`src/rtl/brick_map_pkg.sv`:
```
// Brick geometry defaults, health encodings and map FSM states shared by the
// ball, draw and brick map blocks.
package brick_map_pkg;

    localparam int DEF_COLS        = 20;
    localparam int DEF_ROWS        = 6;
    localparam int DEF_BRICKX_LOG2 = 5;
    localparam int DEF_BRICKY_LOG2 = 4;
    localparam int DEF_GRID_Y0     = 32;

    localparam logic [1:0] H_NONE = 2'd0;
    localparam logic [1:0] H_WEAK = 2'd1;
    localparam logic [1:0] H_MID  = 2'd2;
    localparam logic [1:0] H_FULL = 2'd3;

    typedef enum logic [1:0] {
        S_INIT = 2'd0,
        S_IDLE = 2'd1,
        S_HIT2 = 2'd2
    } map_state_t;

    // Top two rows are toughest, the next two medium, everything below is weak.
    function automatic logic [1:0] init_health(input logic [9:0] row);
        if (row < 10'd2)
            return H_FULL;
        else if (row < 10'd4)
            return H_MID;
        else
            return H_WEAK;
    endfunction

endpackage

```
`src/rtl/brick_map_addr.sv`:
```
// Pixel coordinate to brick cell lookup: linear cell index, in-grid flag and
// the brick origin (origin forced to 0 when the pixel is off the grid).
module brick_map_addr
    import brick_map_pkg::*;
#(
    parameter int COLS        = DEF_COLS,
    parameter int ROWS        = DEF_ROWS,
    parameter int BRICKX_LOG2 = DEF_BRICKX_LOG2,
    parameter int BRICKY_LOG2 = DEF_BRICKY_LOG2,
    parameter int GRID_Y0     = DEF_GRID_Y0,
    parameter int IW          = 7
) (
    input  logic [9:0]    px,
    input  logic [9:0]    py,
    output logic [IW-1:0] idx,
    output logic          in_grid,
    output logic [9:0]    org_x,
    output logic [9:0]    org_y
);

    logic [9:0] col;
    logic [9:0] row;
    logic [9:0] dy;
    logic [9:0] lin;

    assign col = px >> BRICKX_LOG2;
    // dy wraps when py is above the grid; the py compare below masks that case.
    assign dy  = py - 10'(GRID_Y0);
    assign row = dy >> BRICKY_LOG2;

    assign in_grid = (py >= 10'(GRID_Y0)) && (col < 10'(COLS)) && (row < 10'(ROWS));
    assign lin     = row * 10'(COLS) + col;
    assign idx     = IW'(lin);

    assign org_x = in_grid ? (col << BRICKX_LOG2) : '0;
    assign org_y = in_grid ? (10'(GRID_Y0) + (row << BRICKY_LOG2)) : '0;

endmodule

```
`src/rtl/brick_map.sv`:
```
// Brick health store: answers pixel probes with the containing brick and its
// health, applies up to two hit reports per cycle and announces each change.
//
// state  | meaning
// S_INIT | sweeping one cell per cycle with its starting health
// S_IDLE | map valid; hits applied on the edge they arrive
// S_HIT2 | applying the second of two simultaneous hits; new hits dropped
module brick_map
    import brick_map_pkg::*;
#(
    parameter int COLS        = DEF_COLS,
    parameter int ROWS        = DEF_ROWS,
    parameter int BRICKX_LOG2 = DEF_BRICKX_LOG2,
    parameter int BRICKY_LOG2 = DEF_BRICKY_LOG2,
    parameter int GRID_Y0     = DEF_GRID_Y0
) (
    input  logic       clk,
    input  logic       resetn,
    input  logic       level_load,
    input  logic [9:0] memx,
    input  logic [9:0] memy,
    output logic [9:0] brickx,
    output logic [9:0] bricky,
    output logic [1:0] health,
    input  logic       hit_1,
    input  logic [9:0] hit_x1,
    input  logic [9:0] hit_y1,
    input  logic       hit_2,
    input  logic [9:0] hit_x2,
    input  logic [9:0] hit_y2,
    output logic       ready,
    output logic       chg_valid,
    output logic [9:0] chg_x,
    output logic [9:0] chg_y,
    output logic [1:0] chg_health,
    output logic [6:0] bricks_left,
    output logic       cleared
);

    localparam int NCELL = COLS * ROWS;
    localparam int IW    = (NCELL > 1) ? $clog2(NCELL) : 1;
    localparam logic [IW-1:0] LAST_IDX = IW'(NCELL - 1);

    map_state_t    state, state_nxt;
    logic [1:0]    cells [NCELL];
    logic [IW-1:0] sweep_idx;
    logic [9:0]    sweep_col, sweep_row;

    logic [IW-1:0] p_idx, h1_idx, h2_idx, pend_idx, wr_idx;
    logic          p_in, h1_in, h2_in, pend_in, same_cell;
    logic [9:0]    p_ox, p_oy, h1_ox, h1_oy, h2_ox, h2_oy, pend_x, pend_y;
    logic [1:0]    p_cur, h1_cur, h2_cur, pend_cur, dec_cur, wr_val;
    logic          wr_en, dec_en, pend_load;
    logic [9:0]    dec_x, dec_y;

    brick_map_addr #(.COLS(COLS), .ROWS(ROWS), .BRICKX_LOG2(BRICKX_LOG2),
        .BRICKY_LOG2(BRICKY_LOG2), .GRID_Y0(GRID_Y0), .IW(IW)) u_addr_probe (
        .px(memx), .py(memy), .idx(p_idx), .in_grid(p_in), .org_x(p_ox), .org_y(p_oy));

    brick_map_addr #(.COLS(COLS), .ROWS(ROWS), .BRICKX_LOG2(BRICKX_LOG2),
        .BRICKY_LOG2(BRICKY_LOG2), .GRID_Y0(GRID_Y0), .IW(IW)) u_addr_hit1 (
        .px(hit_x1), .py(hit_y1), .idx(h1_idx), .in_grid(h1_in), .org_x(h1_ox), .org_y(h1_oy));

    brick_map_addr #(.COLS(COLS), .ROWS(ROWS), .BRICKX_LOG2(BRICKX_LOG2),
        .BRICKY_LOG2(BRICKY_LOG2), .GRID_Y0(GRID_Y0), .IW(IW)) u_addr_hit2 (
        .px(hit_x2), .py(hit_y2), .idx(h2_idx), .in_grid(h2_in), .org_x(h2_ox), .org_y(h2_oy));

    assign p_cur     = cells[p_idx];
    assign h1_cur    = cells[h1_idx];
    assign h2_cur    = cells[h2_idx];
    assign pend_cur  = cells[pend_idx];
    assign same_cell = h1_in && h2_in && (h1_idx == h2_idx);
    assign ready     = (state != S_INIT);

    always_comb begin
        state_nxt = state;
        wr_en     = 1'b0;
        wr_idx    = sweep_idx;
        wr_val    = init_health(sweep_row);
        dec_en    = 1'b0;
        dec_cur   = H_NONE;
        dec_x     = '0;
        dec_y     = '0;
        pend_load = 1'b0;
        unique case (state)
            S_INIT: begin
                wr_en = 1'b1;
                if (sweep_idx == LAST_IDX) state_nxt = S_IDLE;
            end
            S_IDLE: begin
                if (hit_1 && hit_2 && !same_cell) begin
                    pend_load = 1'b1;
                    state_nxt = S_HIT2;
                end
                if (hit_1) begin
                    dec_en  = h1_in && (h1_cur != H_NONE);
                    wr_idx  = h1_idx;
                    dec_cur = h1_cur;
                    dec_x   = h1_ox;
                    dec_y   = h1_oy;
                end else if (hit_2) begin
                    dec_en  = h2_in && (h2_cur != H_NONE);
                    wr_idx  = h2_idx;
                    dec_cur = h2_cur;
                    dec_x   = h2_ox;
                    dec_y   = h2_oy;
                end
            end
            S_HIT2: begin
                state_nxt = S_IDLE;
                dec_en    = pend_in && (pend_cur != H_NONE);
                wr_idx    = pend_idx;
                dec_cur   = pend_cur;
                dec_x     = pend_x;
                dec_y     = pend_y;
            end
            default: state_nxt = S_INIT;
        endcase
        if (level_load) begin
            state_nxt = S_INIT;
            wr_en     = 1'b0;
            dec_en    = 1'b0;
            pend_load = 1'b0;
        end
        if (dec_en) begin
            wr_en  = 1'b1;
            wr_val = dec_cur - 2'd1;
        end
    end

    always_ff @(posedge clk or negedge resetn) begin
        if (!resetn) begin
            for (int i = 0; i < NCELL; i++) cells[i] <= H_NONE;
        end else if (wr_en) begin
            cells[wr_idx] <= wr_val;
        end
    end

    always_ff @(posedge clk or negedge resetn) begin
        if (!resetn) begin
            state       <= S_INIT;
            sweep_idx   <= '0;
            sweep_col   <= '0;
            sweep_row   <= '0;
            pend_idx    <= '0;
            pend_in     <= 1'b0;
            pend_x      <= '0;
            pend_y      <= '0;
            brickx      <= '0;
            bricky      <= '0;
            health      <= H_NONE;
            chg_valid   <= 1'b0;
            chg_x       <= '0;
            chg_y       <= '0;
            chg_health  <= H_NONE;
            bricks_left <= '0;
            cleared     <= 1'b0;
        end else begin
            state     <= state_nxt;
            brickx    <= p_ox;
            bricky    <= p_oy;
            health    <= (ready && p_in) ? p_cur : H_NONE;
            chg_valid <= dec_en;
            cleared   <= dec_en && (wr_val == H_NONE) && (bricks_left == 7'd1);
            if (dec_en) begin
                chg_x      <= dec_x;
                chg_y      <= dec_y;
                chg_health <= wr_val;
            end
            if (pend_load) begin
                pend_idx <= h2_idx;
                pend_in  <= h2_in;
                pend_x   <= h2_ox;
                pend_y   <= h2_oy;
            end
            if (level_load) begin
                sweep_idx   <= '0;
                sweep_col   <= '0;
                sweep_row   <= '0;
                bricks_left <= '0;
            end else if (state == S_INIT) begin
                sweep_idx   <= sweep_idx + 1'b1;
                bricks_left <= bricks_left + 7'd1;
                if (sweep_col == 10'(COLS - 1)) begin
                    sweep_col <= '0;
                    sweep_row <= sweep_row + 10'd1;
                end else begin
                    sweep_col <= sweep_col + 10'd1;
                end
            end else if (dec_en && (wr_val == H_NONE)) begin
                bricks_left <= bricks_left - 7'd1;
            end
        end
    end

endmodule

```
`config.mk`:
```
export PLATFORM = sky130hd
export DESIGN_NAME = brick_map
export DESIGN_NICKNAME = d
export VERILOG_FILES = /design/src/rtl/brick_map_pkg.sv /design/src/rtl/brick_map_addr.sv /design/src/rtl/brick_map.sv
export SDC_FILE = /design/constraint.sdc
export NUM_CORES = 1
export LEC_CHECK = 0
export CORE_UTILIZATION = 32
export CTS_CLUSTER_DIAMETER = 200
export DETAILED_ROUTE_END_ITERATION = 16
export HOLD_SLACK_MARGIN = 0.12
export PLACE_DENSITY = 0.56
export SLEW_MARGIN = 10
export SYNTH_ARGS = -nofsm -noshare
export SYNTH_HDL_FRONTEND = slang
export SYNTH_HIERARCHICAL = 1
export SYNTH_SLANG_ARGS = --single-unit
```
`constraint.sdc`:
```
create_clock -name clk -period 7.31 [get_ports clk]
set_clock_uncertainty 0.1 [all_clocks]
set_input_delay 1.462 -clock clk [delete_from_list [all_inputs] [get_ports clk]]
set_output_delay 1.462 -clock clk [all_outputs]
set_load 0.02 [all_outputs]
```
==> impl_summary.log <==
INFO  metric end_kind = register
INFO  metric rr_startpoint = pend_idx[0]$_DFFE_PN0P_
INFO  metric synth.yosys.warnings = 6
INFO  metric ir_worst_vdd = approximately 0.26 mV
INFO  metric clk-insertion-delay-late = between 0.6 and 0.7 ns
INFO  metric io-pin-count = 119
INFO  metric timing_worst_slew_pin_value = 1.316 ns
INFO  metric postCtsResizedCells = 0
INFO  metric min-delay-start = sweep_col[9]$_DFFE_PN0P_
INFO  metric crit_path_frequent_cell = sky130_fd_sc_hd__ha_1
INFO  metric timing.critical_path.to = cells[43]$_DFFE_PN0P_
INFO  metric hpwlAfterDp = ~56000 um
INFO  metric achievable-frequency = approximately 0.15 GHz
INFO  metric stage_delay_of_the_slowest_cell_on_the_critical_path = a little under 0.8 ns
INFO  metric synth.largest_area_cell = sky130_fd_sc_hd__dfrtp_1
INFO  metric cts-buffers-inserted = 45
INFO  metric startpoint_type = input port
INFO  metric timing.final.setup_violations = 0
INFO  metric finalWirelength = around 82000 um
INFO  metric dominantRegCellSynth = sky130_fd_sc_hd__dfrtp_1
INFO  metric clk_root_buffer_cell = sky130_fd_sc_hd__clkbuf_16
INFO  metric setup.worst_path.class = in -> reg
INFO  metric reg2reg_depth = 11
INFO  metric cp-startpoint = hit_y1[5]
INFO  metric avgSynthCellArea = 12.12 um2
INFO  metric synth.top_cells.by_area = sky130_fd_sc_hd__dfrtp_1 36%, sky130_fd_sc_hd__mux4_2 22%, sky130_fd_sc_hd__mux2_2 12%
INFO  metric cpMaxStageDelayCell = sky130_fd_sc_hd__xnor2_1
INFO  metric number_of_antenna_violations_at_the_first_check_in_global_routing = 0
INFO  metric clock_path_buffers = 3
INFO  metric report.final.hold_viol_count = 0
INFO  metric die_width = 279.1 um
INFO  metric clkSlewWorstSetupHoldPaths = about 0.060 ns
INFO  metric area_growth_syn_to_layout = 14.11%
INFO  metric slew_violations = 0
INFO  metric cp.arrival = roughly 6.9 ns
INFO  metric worst-path-max-fanout = 15
INFO  metric quantity_of_hold_fixing_buffers_added_after_cts = 0
INFO  metric drt-initial-drc-count = ~1800
INFO  metric grt_util_all_layers = 21.00%
INFO  metric maximum_number_of_pins_on_one_net_before_global_route_repair = about 170
INFO  metric outcome = finished, final reports clean
INFO  metric initial_utilization = ~32%
INFO  metric cts_tree = yes
INFO  metric grt_first_pass_wirelength = 124300 um
INFO  metric timing.hold.worst.class = reg -> reg
INFO  metric placement.io_buffers = just over 90
INFO  metric fraction_of_final_layout_cells_with_drive_strength_greater_than_1 = 33.29%
INFO  metric synth.ff_latch_count = 350
INFO  metric fp_rows = just over 100
INFO  metric total_drc_errors_in_the_routed_layout = 0
INFO  metric worst-endpoint-required = about 7.7 ns
INFO  metric period_share = 89.62%
INFO  metric cts.sink_count = 350
INFO  metric timing.max_slew.rel_slack = a little under an eighth
INFO  metric netlist-cell-type-count = 79
INFO  metric power_per_cell_area = approximately 350 nW/um2
INFO  metric final_net_count = 2164
INFO  metric reg2reg_setup_slack = about 2 ns
INFO  metric p_leak = approximately 12 nW
INFO  metric cap_violations = 0
INFO  metric post-cts-setup-buffers = 0
INFO  metric dr_total_vias = between 15000 and 20000
INFO  metric tns = 0 ns
INFO  metric die-area = about 78000 um2
INFO  metric min_period = between 6 and 7 ns
INFO  metric die_y = around 280 um
INFO  metric synth_enable_flop_cells = 0
INFO  metric critical_path_cell_by_cell = clkdlybuf4s50_1 > inv_1 > ha_1 > inv_1 > ha_1 > ha_1 > a21oi_1 > xnor2_1 > buf_4 > a21oi_1 > a211oi_1 > a211oi_1 > o211ai_4 > o21ai_1 > nor3_1 > mux2_2
INFO  metric final.hold.worst_slack = about 0.38 ns
INFO  metric layout_filler_cell_count = around 7300
INFO  metric syn_inst = around 2000
INFO  metric reg2reg_to = cells[43]$_DFFE_PN0P_
INFO  metric gr-total-overflow = 0
INFO  metric number_of_global_route_vias_before_repair = 18970
INFO  metric dr.pass1.iters = 6
INFO  metric seq_area_frac_synth = between 30% and 40%
INFO  metric finalWeightedCongestion = roughly 0.95
INFO  metric clock_tree.htree_level_count = 2
INFO  metric routed_via_density = around 5.9
INFO  metric final_antenna_net_count = 0
INFO  metric synthesis.area = ~25000 um2
INFO  metric synth_async_sr_flop_share = 100.0%
INFO  metric synth_largest_type_area_fraction = a little over a third
INFO  metric rsz_0062_raised_after_global_routing = false
INFO  metric fp.coreArea = ~76000 um2
INFO  metric wire_per_inst = around 26 um
==> stage by stage <==
stage | cells | cell area [um2] | util (%) | total power, mW | worst slack, ns
floorplan | 2057 | 24680 | - | 5.798 | 1.846
global placement | 3048 | 26470 | 34.85 | 7.374 | 0.3515
detailed placement | 3048 | 26470 | 34.85 | 7.465 | 0.3503
CTS | 3127 | 28030 | 36.90 | 9.862 | 0.9628
global route | 3127 | 28030 | 36.90 | 10.31 | 0.6457
finish | 3128 | 28030 | 36.91 | 9.901 | 0.7588
==> cells in the mapped netlist (6+ instances only) <==
library cell	instances
sky130_fd_sc_hd__a2111oi_0	6
sky130_fd_sc_hd__a211oi_1	6
sky130_fd_sc_hd__a21oi_1	52
sky130_fd_sc_hd__a22o_1	22
sky130_fd_sc_hd__a22oi_1	36
sky130_fd_sc_hd__a31oi_1	8
sky130_fd_sc_hd__and3_1	15
sky130_fd_sc_hd__buf_1	21
sky130_fd_sc_hd__buf_2	40
sky130_fd_sc_hd__buf_4	50
sky130_fd_sc_hd__buf_6	19
sky130_fd_sc_hd__clkbuf_1	75
sky130_fd_sc_hd__dfrtp_1	350
sky130_fd_sc_hd__ha_1	31
sky130_fd_sc_hd__inv_1	42
sky130_fd_sc_hd__mux2_1	14
sky130_fd_sc_hd__mux2_2	260
sky130_fd_sc_hd__mux2i_1	77
sky130_fd_sc_hd__mux4_2	243
sky130_fd_sc_hd__nand2_1	81
sky130_fd_sc_hd__nand2b_1	16
sky130_fd_sc_hd__nand3_1	118
sky130_fd_sc_hd__nand3b_1	6
sky130_fd_sc_hd__nand4_1	25
sky130_fd_sc_hd__nor2_1	123
sky130_fd_sc_hd__nor2b_1	24
sky130_fd_sc_hd__nor3_1	32
sky130_fd_sc_hd__nor3b_2	6
sky130_fd_sc_hd__nor4_1	8
sky130_fd_sc_hd__o211ai_1	10
sky130_fd_sc_hd__o21ai_0	45
sky130_fd_sc_hd__o22ai_1	11
sky130_fd_sc_hd__o31ai_1	7
sky130_fd_sc_hd__or2_2	6
sky130_fd_sc_hd__or3_1	10
sky130_fd_sc_hd__xnor2_1	29
sky130_fd_sc_hd__xor2_1	17
==> cells in the final DEF, fill, tap and decap left out, types with 11 or more instances in the layout <==
| cell | n |
|---|---|
| sky130_fd_sc_hd__conb_1 | 33 |
| sky130_fd_sc_hd__clkdlybuf4s50_1 | 84 |
| sky130_fd_sc_hd__a22o_1 | 22 |
| sky130_fd_sc_hd__clkbuf_16 | 46 |
| sky130_fd_sc_hd__mux2i_1 | 75 |
| sky130_fd_sc_hd__clkinv_2 | 11 |
| sky130_fd_sc_hd__a21oi_1 | 52 |
| sky130_fd_sc_hd__nand2_1 | 81 |
| sky130_fd_sc_hd__ha_1 | 29 |
| sky130_fd_sc_hd__mux2_1 | 14 |
| sky130_fd_sc_hd__o22ai_1 | 11 |
| sky130_fd_sc_hd__nor2_1 | 123 |
| sky130_fd_sc_hd__nand2b_1 | 16 |
| sky130_fd_sc_hd__a22oi_1 | 36 |
| sky130_fd_sc_hd__o21ai_0 | 45 |
| sky130_fd_sc_hd__mux2_2 | 260 |
| sky130_fd_sc_hd__nand4_1 | 25 |
| sky130_fd_sc_hd__nor2b_1 | 24 |
| sky130_fd_sc_hd__dfrtp_1 | 347 |
| sky130_fd_sc_hd__nor3_1 | 31 |
| sky130_fd_sc_hd__mux4_2 | 243 |
| sky130_fd_sc_hd__inv_1 | 42 |
| sky130_fd_sc_hd__xor2_1 | 17 |
| sky130_fd_sc_hd__nand3_1 | 118 |
| sky130_fd_sc_hd__xnor2_1 | 28 |
| sky130_fd_sc_hd__buf_4 | 68 |
| sky130_fd_sc_hd__and3_1 | 15 |
==> worst max-delay path, delay by kind of cell <==
family | cells | cell delay, ns
simple gates | 1 | 0.50
compound gates | 6 | 1.79
mux | 1 | 0.39
fa+ha+maj | 3 | 0.98
buf+inv | 4 | 0.99
xor+xnor | 1 | 0.79
==> state kept, by name (all words and copies together), names as in the netlist <==
signal       cells
cells          240
state            2
pend_in          1
cleared          1
bricky          10
brickx          10
pend_y          10
chg_health       2
chg_x           10
chg_valid        1
pend_idx         7
sweep_row       10
bricks_left      7
pend_x          10
chg_y           10
sweep_idx        7
health           2
sweep_col       10
==> routing by layer <==
layer / up-vias / track usage [%] / part of all wire (%)
met4: 0 / 8.256 / 4.2
met3: 193 / 4.744 / 8.3
met5: - / 0 / 0
met1: 9629 / 27.83 / 41
met2: 861 / 33.26 / 47
li1: 7827 / - / -
==> cell type report <==
class | instances | area [um2] | area share (%)
clock buffers | 58 | 1266 | 4.517
flip-flops and latches | 350 | 8767 | 31.28
clock inverters | 21 | 290.3 | 1.036
multi-input cells | 1457 | 14670 | 52.32
repair buffers | 166 | 1582 | 5.642
inverters | 45 | 168.9 | 0.6026
well taps | 1030 | 1289 | 4.598
diodes | 1 | 2.502 | 0.008927
==> how the worst min path moves through the flow <==
| stage | end | slack (ns) | cells after the start |
|---|---|---|---|
| 2_1_floorplan | sweep_col[9]$_DFFE_PN0P_ | 0.35 | 1 |
| 5_1_grt | sweep_col[9]$_DFFE_PN0P_ | 0.42 | 1 |
| 4_1_cts | sweep_col[9]$_DFFE_PN0P_ | 0.38 | 1 |
| 3_5_place_dp | sweep_col[9]$_DFFE_PN0P_ | 0.37 | 1 |
| 6_report | sweep_col[9]$_DFFE_PN0P_ | 0.38 | 1 |
| 3_3_place_gp | sweep_col[9]$_DFFE_PN0P_ | 0.37 | 1 |
==> where the power goes <==
group	internal (mW)	total (mW)	switching (mW)	leakage, nW
combinational	1.94	4.33	2.39	6.17
sequential	2.45	3.21	0.762	4.70
clock	1.43	2.36	0.923	0.772
total	5.82	9.90	4.08	11.6
==> kinds of logic after synthesis <==
logic type                 share of synthesized area (%)
muxes                                              37.98
and+or+nand+nor                                    10.42
DFF                                                35.65
buffers and inverters                              5.369
AOI/OAI and AO/OA                                  6.728
xor gates and xnor gates                           1.981
adders and majority gates                          1.823
other                                            0.04584
No activity file was read; power rests on OpenSTA's default activity.
